**config.mk**
```make
export PLATFORM = sky130hd
export DESIGN_NAME = fft_input_framer
export DESIGN_NICKNAME = d
export VERILOG_FILES = /design/src/rtl/fft_input_framer.sv
export SDC_FILE = /design/constraint.sdc
export NUM_CORES = 1
export LEC_CHECK = 0
export CAP_MARGIN = 20
export CORE_UTILIZATION = 59
export CTS_BUF_LIST = sky130_fd_sc_hd__clkbuf_16
export DETAILED_ROUTE_END_ITERATION = 8
export GPL_TIMING_DRIVEN = 1
export PLACE_DENSITY = 0.85
export SKIP_CTS_REPAIR_TIMING = 1
export SLEW_MARGIN = 10
export SYNTH_ARGS = -nofsm -noshare
export SYNTH_HDL_FRONTEND = slang
export SYNTH_SLANG_ARGS = --single-unit
```
**constraint.sdc**
```tcl
create_clock -name clk -period 8.2 [get_ports clk]
set_clock_uncertainty 0.15 [all_clocks]
set_input_delay 2.46 -clock clk [delete_from_list [all_inputs] [get_ports clk]]
set_output_delay 2.46 -clock clk [all_outputs]
set_load 0.05 [all_outputs]
```
**src/rtl/fft_input_framer.sv**
```systemverilog
// rtl/fft_input_framer.sv - ping-pong framer assembling 16-sample complex frames for the FFT
module fft_input_framer #(
    parameter int DATA_W = 16
) (
    input  logic              clk,
    input  logic              rst,
    input  logic              s_valid,
    output logic              s_ready,
    input  logic [DATA_W-1:0] s_real,
    input  logic [DATA_W-1:0] s_imag,
    input  logic              fft_ready_flag,
    output logic              new_input_flag,
    output logic [DATA_W-1:0] input_real0,
    output logic [DATA_W-1:0] input_real1,
    output logic [DATA_W-1:0] input_real2,
    output logic [DATA_W-1:0] input_real3,
    output logic [DATA_W-1:0] input_real4,
    output logic [DATA_W-1:0] input_real5,
    output logic [DATA_W-1:0] input_real6,
    output logic [DATA_W-1:0] input_real7,
    output logic [DATA_W-1:0] input_real8,
    output logic [DATA_W-1:0] input_real9,
    output logic [DATA_W-1:0] input_real10,
    output logic [DATA_W-1:0] input_real11,
    output logic [DATA_W-1:0] input_real12,
    output logic [DATA_W-1:0] input_real13,
    output logic [DATA_W-1:0] input_real14,
    output logic [DATA_W-1:0] input_real15,
    output logic [DATA_W-1:0] input_imag0,
    output logic [DATA_W-1:0] input_imag1,
    output logic [DATA_W-1:0] input_imag2,
    output logic [DATA_W-1:0] input_imag3,
    output logic [DATA_W-1:0] input_imag4,
    output logic [DATA_W-1:0] input_imag5,
    output logic [DATA_W-1:0] input_imag6,
    output logic [DATA_W-1:0] input_imag7,
    output logic [DATA_W-1:0] input_imag8,
    output logic [DATA_W-1:0] input_imag9,
    output logic [DATA_W-1:0] input_imag10,
    output logic [DATA_W-1:0] input_imag11,
    output logic [DATA_W-1:0] input_imag12,
    output logic [DATA_W-1:0] input_imag13,
    output logic [DATA_W-1:0] input_imag14,
    output logic [DATA_W-1:0] input_imag15,
    output logic [15:0]       frame_count
);

    typedef enum logic {IDLE, BUSY} state_t;

    state_t            state;
    state_t            next_state;
    logic              swap;
    logic              fill_sel;
    logic              out_sel;
    logic              fill_full;
    logic [3:0]        wr_idx;
    logic              fft_rdy_d;
    logic              accept;
    logic [DATA_W-1:0] bank_real [2][16];
    logic [DATA_W-1:0] bank_imag [2][16];

    assign s_ready = ~fill_full;
    assign accept  = s_valid && s_ready;
    assign out_sel = ~fill_sel;

    always_ff @(posedge clk) begin
        if (!rst) begin
            state <= IDLE;
        end else begin
            state <= next_state;
        end
    end

    // A completion rise seen while IDLE is deliberately ignored; only BUSY consumes it.
    always_comb begin
        next_state = state;
        swap       = 1'b0;
        case (state)
            IDLE: begin
                if (fill_full) begin
                    swap       = 1'b1;
                    next_state = BUSY;
                end
            end
            BUSY: begin
                if (fft_ready_flag && !fft_rdy_d) begin
                    next_state = IDLE;
                end
            end
            default: next_state = IDLE;
        endcase
    end

    always_ff @(posedge clk) begin
        if (!rst) begin
            fill_sel       <= 1'b0;
            fill_full      <= 1'b0;
            wr_idx         <= '0;
            fft_rdy_d      <= 1'b0;
            new_input_flag <= 1'b0;
            frame_count    <= '0;
            for (int b = 0; b < 2; b++) begin
                for (int i = 0; i < 16; i++) begin
                    bank_real[b][i] <= '0;
                    bank_imag[b][i] <= '0;
                end
            end
        end else begin
            fft_rdy_d <= fft_ready_flag;
            // accept and swap never coincide: swap requires fill_full, which holds s_ready low
            if (accept) begin
                bank_real[fill_sel][wr_idx] <= s_real;
                bank_imag[fill_sel][wr_idx] <= s_imag;
                wr_idx                      <= wr_idx + 4'd1;
                if (wr_idx == 4'd15) begin
                    fill_full <= 1'b1;
                end
            end
            if (swap) begin
                fill_sel       <= ~fill_sel;
                fill_full      <= 1'b0;
                new_input_flag <= ~new_input_flag;
                frame_count    <= frame_count + 16'd1;
            end
        end
    end

    assign input_real0  = bank_real[out_sel][0];
    assign input_real1  = bank_real[out_sel][1];
    assign input_real2  = bank_real[out_sel][2];
    assign input_real3  = bank_real[out_sel][3];
    assign input_real4  = bank_real[out_sel][4];
    assign input_real5  = bank_real[out_sel][5];
    assign input_real6  = bank_real[out_sel][6];
    assign input_real7  = bank_real[out_sel][7];
    assign input_real8  = bank_real[out_sel][8];
    assign input_real9  = bank_real[out_sel][9];
    assign input_real10 = bank_real[out_sel][10];
    assign input_real11 = bank_real[out_sel][11];
    assign input_real12 = bank_real[out_sel][12];
    assign input_real13 = bank_real[out_sel][13];
    assign input_real14 = bank_real[out_sel][14];
    assign input_real15 = bank_real[out_sel][15];
    assign input_imag0  = bank_imag[out_sel][0];
    assign input_imag1  = bank_imag[out_sel][1];
    assign input_imag2  = bank_imag[out_sel][2];
    assign input_imag3  = bank_imag[out_sel][3];
    assign input_imag4  = bank_imag[out_sel][4];
    assign input_imag5  = bank_imag[out_sel][5];
    assign input_imag6  = bank_imag[out_sel][6];
    assign input_imag7  = bank_imag[out_sel][7];
    assign input_imag8  = bank_imag[out_sel][8];
    assign input_imag9  = bank_imag[out_sel][9];
    assign input_imag10 = bank_imag[out_sel][10];
    assign input_imag11 = bank_imag[out_sel][11];
    assign input_imag12 = bank_imag[out_sel][12];
    assign input_imag13 = bank_imag[out_sel][13];
    assign input_imag14 = bank_imag[out_sel][14];
    assign input_imag15 = bank_imag[out_sel][15];

endmodule
```
==> reports/qor.yml <==
outcome:
  result_of_the_run: "finished clean"
setup_path:
  cp.required_ns: 5.59
  crit_path_top_delay_cell: "dfxtp_4"
  critical_path.max_fanout: 65
  arr_time_crit_path_ns: 3.79
  setup.worst_path.end: "input_real8[9]"
  critical_path.endpoint_type: "output pin"
  crit_chain: "buf_4, mux2_2, clkdlybuf4s50_1"
  start_kind: "flop"
  r2r.worst_path.cells: 5
  timing.critical_path.from: "fill_sel$_SDFFE_PN0P_"
  crit-reg2reg-capture: "bank_real[0][242]$_SDFFCE_PN0P_"
  timing.setup.critical_path_class: "flop to output pin"
  critical_path.reg2reg.startpoint: "fill_sel$_SDFFE_PN0P_"
  slowest_delay_ns: 1.00
  reg2reg_setup_slack_ns: 4.38
place:
  post-place-cells: 3851
  finalWeightedCongestion: 0.871
  place.detailed.hpwl_um: 78700
  port_buffers: 565
  post_dp_cell_area_sq_um: 47800
  place_worst_setup_slack_ns: 1.94
drt:
  detail_route.wl_per_cell_um: 31.0
  drtPass1Iterations: 6
  antenna_violating_nets_post_route: 0
  wl_um: 125000
  drt_iter0_markers: 3773
  dr_total_vias: 25031
  post-route-drc-count: 0
  via_per_inst: 6.19
finish:
  post_layout_nonfiller_instances: 4045
  fin_area_sq_um: 51200
  drive_above_1_share_pct: 23.8
  flow.area_growth_from_synthesis_pct: 24.7
  finish.net_count: 3077
  fillCellCount: 3750
power_and_ir_drop:
  switching_share_pct: 25.5
  power.total_mw: 12.0
  power_leakage_nw: 18.4
  power_frac_seq_pct: 52.1
  power_frac_clock_pct: 35.9
  internal-power_mw: 8.91
  power_frac_comb_pct: 12.0
  cell_area_power_density_nw_per_um2: 234
  p_sw_mw: 3.05
  vdd_ir_drop_max_v: 0.000148
synth:
  synthesis.nets: 2529
  synth_largest_type_area_fraction_pct: 74.9
  number_of_unique_standard_cell_types_used_by_synthesis: 37
  synth.avg_cell_area_sq_um: 16.5
  synth_seq_cells: 1049
  syn_std_cell_area_sq_um: 41000
  netlist.top_cell.by_area: "edfxtp_1"
  ys_seq_area_share_pct: 76.1
  yosys_warning_count: 0
  synth_top_cells_by_area: "edfxtp_1 (75%), mux2_2 (14%), nor2_1 (4.9%), dfxtp_1 (1.2%), clkbuf_1 (0.85%)"
  synthCells: 2488
timing:
  fin_crit_sh_pct: 78.0
  report.final.setup_viol: 0
  worstMarginPinSlew_ns: 1.28
  finalWorstPathRequiredPeriod_ns: 6.40
  final.setup.worst_slack_ns: 1.80
  final-hold-violation-count: 0
  slew-limit-headroom_pct: 14.8
  achievable_clock_frequency_mhz: 156
  setup_repair_after_global_routing_missed_its_margin: "no"
  finalSetupTns_ns: 0
  timing_max_transition_violations_final: 0
cts:
  clock_sinks: 1049
  cts_tree: "done"
  cts_htree_levels: 3
  cts-buffers-inserted: 98
  clkLatencyLatePin_ns: 0.65
  cts-root-to-sink-buffers: 3
  cts.reportedPaths.clkPinSlew_ns: 0.06
  cts.root.buffer_cell: "clkbuf_16"
grt:
  grt_start_max_net_pins: 137
  grt_pass1_vias: 24723
  grt.overflow.total: 0
  antenna_found_initial: 7
  groute.usage.overall_pct: 35.1
  grt_first_pass_wirelength_um: 174000
die:
  area_of_the_die_sq_um: 70600
  floorplan.die.height_um: 266
  initial_core_util_pct: 59.7
  io_pins: 566
  area_of_the_placeable_core_sq_um: 68700
  dieWidth_um: 266
  floorplan.rows: 96
hold_path:
  whs_path_cells: 2
  min-delay-path-class: "flop to flop"
job:
  max_cap_violations: 0
==> routing by layer <==
layer  global-route usage (%)  share of wire, %  routed length (um)  vias up
met5                        0             0.041                  51        -
met4                     19.0               5.5                6880        8
met3                     8.46                13               15900      349
met2                     55.7                48               60100     2045
met1                     45.2                34               42400    12418
li1                         -                 -                   -    10211
==> final cells by class <==
cell class / instances / area, sq um / share of cell area, %
sequential: 1049 / 31300 / 61.0
multi-input combinational: 1264 / 9400 / 18.4
timing repair buffer: 616 / 6390 / 12.5
clock buffer: 101 / 2530 / 4.94
tap: 931 / 1160 / 2.27
clock inverter: 73 / 430 / 0.841
inverter: 7 / 26.3 / 0.0513
antenna: 4 / 10.0 / 0.0195
==> state kept, by name, indices dropped and copies added, names as in the netlist <==
signal	cells
bank_imag	512
bank_real	512
frame_count	16
wr_idx	4
fft_rdy_d	1
fill_full	1
fill_sel	1
new_input_flag	1
state	1
==> kinds of logic (layout without fill, tap and decap cells) <==
logic type,after synthesis,in the layout,share of synthesized area [%]
other,0,4,0
AND/OR/NAND/NOR,687,687,6.94
XOR/XNOR,17,17,0.363
flip-flops,1049,1049,76.1
buffers and inverters,175,797,1.81
AO/OA/AOI/OAI,42,42,0.530
adder cells (fa/ha/maj),5,5,0.152
multiplexers,513,513,14.1
==> placed cells by master (no fill, tap or decap), drive strengths merged, types with 8 or more instances in the layout <==
cell,n
and2,36
and3,35
buf,52
clkbuf,101
clkdlybuf4s50,564
clkinv,45
dfxtp,25
edfxtp,1024
inv,29
mux2,512
nand2,50
nand3,8
nand4,8
nor2,534
o21ai,34
xnor2,8
xor2,9
==> worst min path at each step <==
stage | startpoint | end | slack (ns)
final | fft_rdy_d$_SDFF_PN0_ | state$_SDFF_PN0_ | 0.30
after global routing | fft_rdy_d$_SDFF_PN0_ | state$_SDFF_PN0_ | 0.31
after CTS | fft_rdy_d$_SDFF_PN0_ | state$_SDFF_PN0_ | 0.30
after detailed placement | fft_rdy_d$_SDFF_PN0_ | state$_SDFF_PN0_ | 0.29
after global placement | fft_rdy_d$_SDFF_PN0_ | state$_SDFF_PN0_ | 0.29
after floorplan | fft_rdy_d$_SDFF_PN0_ | state$_SDFF_PN0_ | 0.28
==> critical path, delay by kind of cell, from the launching register on <==
| family | cells | cell delay, ns |
|---|---|---|
| buf+inv | 2 | 1.70 |
| flops | 1 | 1.00 |
| mux | 1 | 0.39 |
==> Yosys cell counts <==
cell	n
nand4_2	1
xor2_1	9
nand3_1	8
nand2_1	50
clkbuf_2	1
and3b_1	1
a31oi_1	1
and4_1	2
and3_2	1
buf_2	65
o21ai_0	34
nor4_1	2
o31ai_1	1
mux2_2	512
xnor2_1	8
and3_1	34
ha_1	5
dfxtp_1	25
inv_1	7
nand4_1	7
edfxtp_1	1024
or3_2	1
mux2i_1	1
nand3b_1	1
and2_1	34
o41ai_1	1
nor2_1	534
buf_4	1
or4b_1	1
nor3_1	3
and4b_1	1
a21oi_1	5
nor2b_1	3
buf_1	8
clkbuf_1	93
and2_0	2
or4_1	1
==> power by group through the flow <==
stage | sequential, mW | clock, mW | combinational [mW]
floorplan | 6.32 | 0 | 0.829
global placement | 6.32 | 0 | 1.37
detailed placement | 6.34 | 0 | 1.39
CTS | 6.23 | 4.27 | 1.40
global route | 6.25 | 4.48 | 1.45
finish | 6.23 | 4.29 | 1.44
==> per-stage QoR <==
step	hold WS [ns]	utilization (%)
after floorplan	0.277	-
after global placement	0.287	69.6
after detailed placement	0.293	69.6
after CTS	0.296	73.9
after global routing	0.308	74.5
final	0.298	74.5
No activity file was read; power rests on OpenSTA's default activity.
